File: config.mk
export PLATFORM = sky130hd
export DESIGN_NAME = mem_port_arbiter
export DESIGN_NICKNAME = d
export VERILOG_FILES = /design/src/rtl/mem_port_arbiter.sv
export SDC_FILE = /design/constraint.sdc
export NUM_CORES = 1
export LEC_CHECK = 0
export CORE_AREA = 2 2 108 110
export CTS_CLUSTER_DIAMETER = 60
export DETAILED_ROUTE_END_ITERATION = 10
export DIE_AREA = 0 0 110 112
export GPL_ROUTABILITY_DRIVEN = 0
export PLACE_DENSITY = 0.82
export RECOVER_POWER = 25
export SYNTH_ARGS = -nofsm -noshare
export SYNTH_HDL_FRONTEND = slang
export SYNTH_SLANG_ARGS = --single-unit
File: constraint.sdc
create_clock -name clk -period 1.5 [get_ports clk]
set_input_delay 0.15 -clock clk [delete_from_list [all_inputs] [get_ports clk]]
set_output_delay 0.15 -clock clk [all_outputs]
set_load 0.02 [all_outputs]
File: src/rtl/mem_port_arbiter.sv
// Single-port SRAM arbiter shared by instruction fetch and the MEM-stage load/store path.
// Data normally wins; a starvation counter forces fetches through, and a hold buffer parks fetch data while IF/ID is frozen.
module mem_port_arbiter #(
  parameter int unsigned MAX_DATA_RUN = 4,
  parameter int unsigned STALL_W      = 6
) (
  input  logic               clk,
  input  logic               rst,
  input  logic [STALL_W-1:0] stall,
  input  logic               inst_req,
  input  logic [31:0]        inst_addr,
  output logic               inst_gnt,
  output logic               inst_rvalid,
  output logic [31:0]        inst_rdata,
  input  logic               data_req,
  input  logic [3:0]         data_wen,
  input  logic [31:0]        data_addr,
  input  logic [31:0]        data_wdata,
  output logic               data_gnt,
  output logic               data_rvalid,
  output logic [31:0]        data_rdata,
  output logic               sram_en,
  output logic [3:0]         sram_wen,
  output logic [31:0]        sram_addr,
  output logic [31:0]        sram_wdata,
  input  logic [31:0]        sram_rdata,
  output logic               stallreq_inst,
  output logic               stallreq_data
);

  localparam int unsigned CNT_W = 4;
  localparam logic        STOP  = 1'b1;

  typedef enum logic [1:0] {OWN_NONE, OWN_INST, OWN_DATA} owner_e;

  owner_e             owner_q, owner_d;
  logic [CNT_W-1:0]   run_cnt_q, run_cnt_d;
  logic               hold_valid_q, hold_valid_d;
  logic [31:0]        hold_data_q, hold_data_d;
  logic               boot_q;

  logic active;
  logic if_stop;
  logic capture;
  logic hold_now;
  logic inst_ok;
  logic force_inst;

  logic unused_stall;
  assign unused_stall = ^stall;

  // State registers; boot_q blanks every output in the first cycle after reset.
  always_ff @(posedge clk) begin
    if (rst) begin
      owner_q      <= OWN_NONE;
      run_cnt_q    <= '0;
      hold_valid_q <= 1'b0;
      hold_data_q  <= '0;
      boot_q       <= 1'b1;
    end else begin
      owner_q      <= owner_d;
      run_cnt_q    <= run_cnt_d;
      hold_valid_q <= hold_valid_d;
      hold_data_q  <= hold_data_d;
      boot_q       <= 1'b0;
    end
  end

  // Arbitration, SRAM bus, responses and next state.
  always_comb begin
    inst_gnt      = 1'b0;
    data_gnt      = 1'b0;
    inst_rvalid   = 1'b0;
    inst_rdata    = '0;
    data_rvalid   = 1'b0;
    data_rdata    = '0;
    sram_en       = 1'b0;
    sram_wen      = '0;
    sram_addr     = '0;
    sram_wdata    = '0;
    stallreq_inst = 1'b0;
    stallreq_data = 1'b0;
    owner_d       = OWN_NONE;
    run_cnt_d     = '0;
    hold_valid_d  = hold_valid_q;
    hold_data_d   = hold_data_q;

    active     = ~rst & ~boot_q;
    if_stop    = (stall[1] == STOP);
    // The capture cycle already counts as held, so no second fetch can be issued behind it.
    capture    = (owner_q == OWN_INST) & if_stop;
    hold_now   = hold_valid_q | capture;
    inst_ok    = active & inst_req & ~hold_now;
    force_inst = inst_ok & (run_cnt_q == CNT_W'(MAX_DATA_RUN));
    data_gnt   = active & data_req & ~force_inst;
    inst_gnt   = inst_ok & ~data_gnt;

    if (data_gnt) begin
      sram_en    = 1'b1;
      sram_wen   = data_wen;
      sram_addr  = data_addr;
      sram_wdata = data_wdata;
    end else if (inst_gnt) begin
      sram_en    = 1'b1;
      sram_addr  = inst_addr;
    end

    if (active) begin
      if (owner_q == OWN_DATA) begin
        data_rvalid = 1'b1;
        data_rdata  = sram_rdata;
      end
      if (hold_valid_q) begin
        inst_rvalid = 1'b1;
        inst_rdata  = hold_data_q;
      end else if (owner_q == OWN_INST) begin
        inst_rvalid = 1'b1;
        inst_rdata  = sram_rdata;
      end
    end

    stallreq_inst = active & inst_req & ~inst_gnt;
    stallreq_data = active & data_req & ~data_gnt;

    if (inst_gnt)
      owner_d = OWN_INST;
    else if (data_gnt && data_wen == 4'b0000)
      owner_d = OWN_DATA;

    if (data_gnt && inst_ok)
      run_cnt_d = (run_cnt_q == CNT_W'(MAX_DATA_RUN)) ? run_cnt_q : run_cnt_q + CNT_W'(1);

    if (capture) begin
      hold_valid_d = 1'b1;
      hold_data_d  = sram_rdata;
    end else if (hold_valid_q && !if_stop) begin
      hold_valid_d = 1'b0;
    end
  end

endmodule

Yosys cells after proc, flatten, opt, wreduce, memory -nomap -nowiden
Index checks and enable logic that the tools add are counted.

word-level totals
  register bits = 40
  bits in latches = 0
  memory bits (writable) = 0
  bits in read-only memories = 0
  memories = 0

operators by class
  $add $sub $neg = 1
  $mul = 0
  divide/modulo/power cells = 0
  order comparisons = 0
  equality and inequality tests = 3
  shift-type cells = 0
  muxes and demuxes = 21
  bitwise logic cells = 18
  reductions and logical operators = 8

operator list
  cell                                                             count
  32-bit two-way mux                                               8
  1-bit two-way mux                                                11
  1-bit bitwise AND                                                10
  1-bit inverter                                                   7
  4-bit by 1-bit adder with 4-bit output, second input constant    1
  4-bit by 3-bit == test with 1-bit output, second input constant  1
  4-bit zero test                                                  1
  4-bit two-way mux                                                1
  2-bit OR reduction                                               2
  1-bit logical AND                                                3
  2-bit by 1-bit == test with 1-bit output, second input constant  1
  2-bit == test, second input constant                             1
  2-bit two-way mux                                                1
  2-bit nonzero test                                               1
  1-bit zero test                                                  1
  1-bit bitwise OR                                                 1

Logic depth before layout (Yosys ltp)
  depth in word-level cells = 12
  depth in mapped cells = 7
  mapped depth without buffers = 5

Least setup slack after synthesis
OpenSTA, ideal clock, no wires.

  kind = flip-flop to output port
  start = reg run_cnt_q[0]
  end = out sram_addr[11]
  arrival time = 1666 ps
  data required time = 1350 ps
  slack = -316 ps
  cell stages (with the launch flop) = 8
  cell sequence = dfxtp_1 > inv_1 > ha_1 > nand3b_1 > a211o_1 > buf_2 > buf_6 > o22ai_1

between the ends
  cells in the longest elaborated chain, start to end = 8

ends and longest elaborated chain
  what                                          RTL line  source
  start: declaration                            37        logic [CNT_W-1:0] run_cnt_q, run_cnt_d;
  start signal: assignment                      62        run_cnt_q <= run_cnt_d;
  4-bit by 3-bit == test with 1-bit output (*)  94        force_inst = inst_ok & (run_cnt_q == CNT_W'(MAX_DATA_RUN));
  1-bit bitwise AND (*)                         94
  1-bit inverter (*)                            95        data_gnt = active & data_req & ~force_inst;
  1-bit bitwise AND (*)                         95
  1-bit inverter                                96        inst_gnt = inst_ok & ~data_gnt;
  1-bit bitwise AND                             96
  32-bit two-way mux                            103       end else if (inst_gnt) begin
  32-bit two-way mux (*)                        98        if (data_gnt) begin
  end: declaration                              24        output logic [31:0] sram_addr,

Every way passes the cells marked *; elsewhere a longest branch is shown, timed or not.

Worst setup path in the final report
  start = reg run_cnt_q[0]
  end = out sram_addr[25]

The elaborated chain is that of the path after synthesis.

==> flow_summary.yaml <==
status:
  outcome: "finished with violations"
  violations: "negative setup slack"
synth:
  synth_seq_cells: 40
  synthTopCellsByArea: "dfxtp_1 (26%), nand2_1 (16%), and2_1 (14%)"
  synth_top_family_by_area: "simple AND/OR/NAND/NOR gates"
  synth-edff-count: 0
  yosys_warnings: 0
  synth_cell_type_count: 31
  synth.most_common_cell: "nand2_1"
  synth_nets: 589
  synthArstFlopShare_pct: 0
  yosysTopAreaCell: "dfxtp_1"
  synth_ff_type: "dfxtp_1"
  syn_area_per_cell_sq_um: 6.86
  synth_area_sq_um: 3050
  synth-adder-area-share_pct: 0.820
  synth_simple_gate_area_share_pct: 38.7
  synth_cells: 445
  synth-compound-area-share_pct: 15.7
  muxShareOfSynthArea_pct: 10.8
  ys_seq_area_share_pct: 26.2
  synth_top_area_share_pct: 26.2
  synth_xor_area_share_pct: 0.287
  synth_commonest_cells: "nand2_1 (129), and2_1 (68), nor2_1 (42)"
clocking:
  clk_latency_ns: 0.28
  clockRootBuffer: "clkbuf_16"
  cts_buffer_depth: 2
  clk_pin_slew_ns: 0.06
  cts_tree: "yes"
  cts_buffers: 5
  cts_htree_levels: 2
  cts.sinks: 40
  cts_hold_buffers: 0
layout:
  multi_input_area_sq_um: 3090
  drive_gt1_share_pct: 54.8
  finalNetCount: 950
  postLayoutCellArea_sq_um: 8660
  final_cells: 950
  fillers: 703
  fin_util_pct: 77.5
  regArea_sq_um: 813
  synthToLayoutAreaGrowth_pct: 184
  antenna_cells: 0
sta:
  period_needed_ns: 2.13
  fmax_mhz: 469
  drv_slew: 0
  period_share_pct: 142
  rsz0062_at_grt: "yes"
  worst_pin_slew_ns: 0.397
  worst_slack_ns: -0.633
  setup_violations: 145
  finalClockSkew_ns: 0.00674
  slew-limit-headroom_pct: 73.6
  hold_viol: 0
floorplanning:
  die_area_sq_um: 12300
  fp.dieH_um: 112
  initial_core_util_pct: 27.3
  core_sq_um: 11200
  num_rows: 39
  fp.dieW_um: 110
  io-pin-count: 281
critical_path:
  crit_path_end_kind: "output port"
  critPathMostFrequentCell: "buf_6"
  cp_max_fo: 6
  critPathSlowestCell: "dfxtp_2"
  critical_path_class: "flop to output port"
  worstPathArrival_ns: 1.98
  cp.required_ns: 1.35
  cpPeakStageDelay_ns: 0.33
  cp_cell_sequence: "inv_2 > ha_4 > nand3b_1 > buf_6 > o31ai_4 > buf_12 > buf_12 > buf_6 > o22ai_4 > buf_6"
  start_kind: "flop"
detailed_routing:
  wirelength_um: 18700
  drc: 0
  ant_nets: 0
  wire_per_inst_um: 19.7
  vias: 4780
  first_iter_violations: 298
  vias_per_cell: 5.03
  drt_first_pass_iters: 4
worst_hold_path:
  hold_class: "input port to flop"
power_and_ir_drop:
  vdd_drop_max_v: 0.000380
  power_frac_clock_pct: 29.9
  p_int_mw: 2.56
  cellLeakagePower_nw: 3.38
  switching_share_pct: 29.1
  power_density_nw_per_um2: 416
  p_switching_mw: 1.05
  p_seq_share_pct: 30.2
  share_comb_of_total_power_pct: 39.9
global_routing:
  grt_pass1_wl_um: 25500
  grt_pass1_vias: 4850
  grt_max_degree: 66
  antenna_found_initial: 0
  overflow: 0
  grtUsageTotal_pct: 26.5
place:
  portBuffers: 275
  placed_cells: 867
  place_area_sq_um: 6710
  dp_hpwl_um: 10600
run:
  drv_cap: 0
## layout by cell type, fill, tap and decap left out, types with 2 or more instances in the layout
| cell type | count |
|---|---|
| clkinvlp_4 | 2 |
| o22ai_4 | 31 |
| mux2i_4 | 13 |
| dfxtp_4 | 2 |
| and2_4 | 68 |
| inv_2 | 2 |
| buf_6 | 185 |
| buf_2 | 2 |
| a21oi_1 | 32 |
| buf_8 | 12 |
| nand2_1 | 129 |
| mux2i_1 | 11 |
| nor3_1 | 2 |
| dfxtp_1 | 34 |
| mux2i_2 | 9 |
| clkdlybuf4s50_1 | 134 |
| dfxtp_2 | 4 |
| buf_16 | 7 |
| clkbuf_16 | 6 |
| nor2_2 | 3 |
| nor2_4 | 28 |
| buf_12 | 15 |
| nor2_1 | 11 |
| buf_4 | 35 |
| nand3b_1 | 2 |
## critical path: cells and delay by family, from the launching register on
kind	cells	cell delay, ns
simple gates	1	0.14
fa+ha+maj	1	0.13
compound gates	2	0.32
buf+inv	6	0.79
flops	1	0.33
## cells by family after synthesis
group / after synthesis
AO/OA/AOI/OAI: 70
XOR/XNOR: 1
adder cells (fa/ha/maj): 2
buffers and inverters: 43
flip-flops: 40
multiplexers: 33
AND/OR/NAND/NOR: 256
## final timing paths
kind	startpoint	slack [ns]	end	cells past startpoint
worst max register to register	owner_q[1]	-0.13	owner_q[1]	6
worst min-delay path	rst	0.33	boot_q	2
worst min register to register	hold_data_q[26]	0.46	hold_data_q[26]	2
worst max-delay path	run_cnt_q[0]	-0.63	sram_addr[25]	10
## timing repair
item                                    4_1_cts  5_1_grt
cloned                                       11        1
endpoints found under the setup margin      140      147
resized for setup                           922      153
buffers inserted                             48       20
pin swaps                                    19       23
## metal layers
metal	vias up	track usage, %	share of wire [%]
met3	52	5.15	7.3
met2	249	50.2	54
met1	2292	28.6	35
met5	-	0	0
met4	0	8.35	3.2
li1	2187	-	-
## state kept, by name (all words and copies together) (netlist names)
name and count:
boot_q 1, hold_data_q 32, hold_valid_q 1, owner_q 2, run_cnt_q 4
## layout make-up
| class | count | area share (%) |
|---|---|---|
| tap | 143 | 2.07 |
| timing repair buffer | 393 | 50.9 |
| clock inverter | 2 | 0.173 |
| inverter | 4 | 0.202 |
| clock buffer | 6 | 1.60 |
| sequential | 40 | 9.39 |
| multi-input combinational | 362 | 35.7 |
## power groups by stage
stage               Clock, mW  Sequential [mW]  Combinational (mW)
global route             1.14             1.09                1.50
floorplan                   0             1.11               0.509
finish                   1.08             1.09                1.44
CTS                      1.10             1.09                1.33
detailed placement          0             1.11                1.15
global placement            0             1.11                1.13
## through the flow
step	hold WS, ns	setup TNS (ns)	setup slack (ns)	total power, mW
after floorplan	0.178	-6.37	-0.150	1.62
after global placement	0.442	-82.53	-0.817	2.23
after detailed placement	0.448	-88.11	-0.856	2.26
after CTS	0.214	-59.50	-0.610	3.51
after global routing	0.327	-72.69	-0.716	3.74
final	0.333	-63.51	-0.633	3.61
Power figures use the tool's default switching activity.
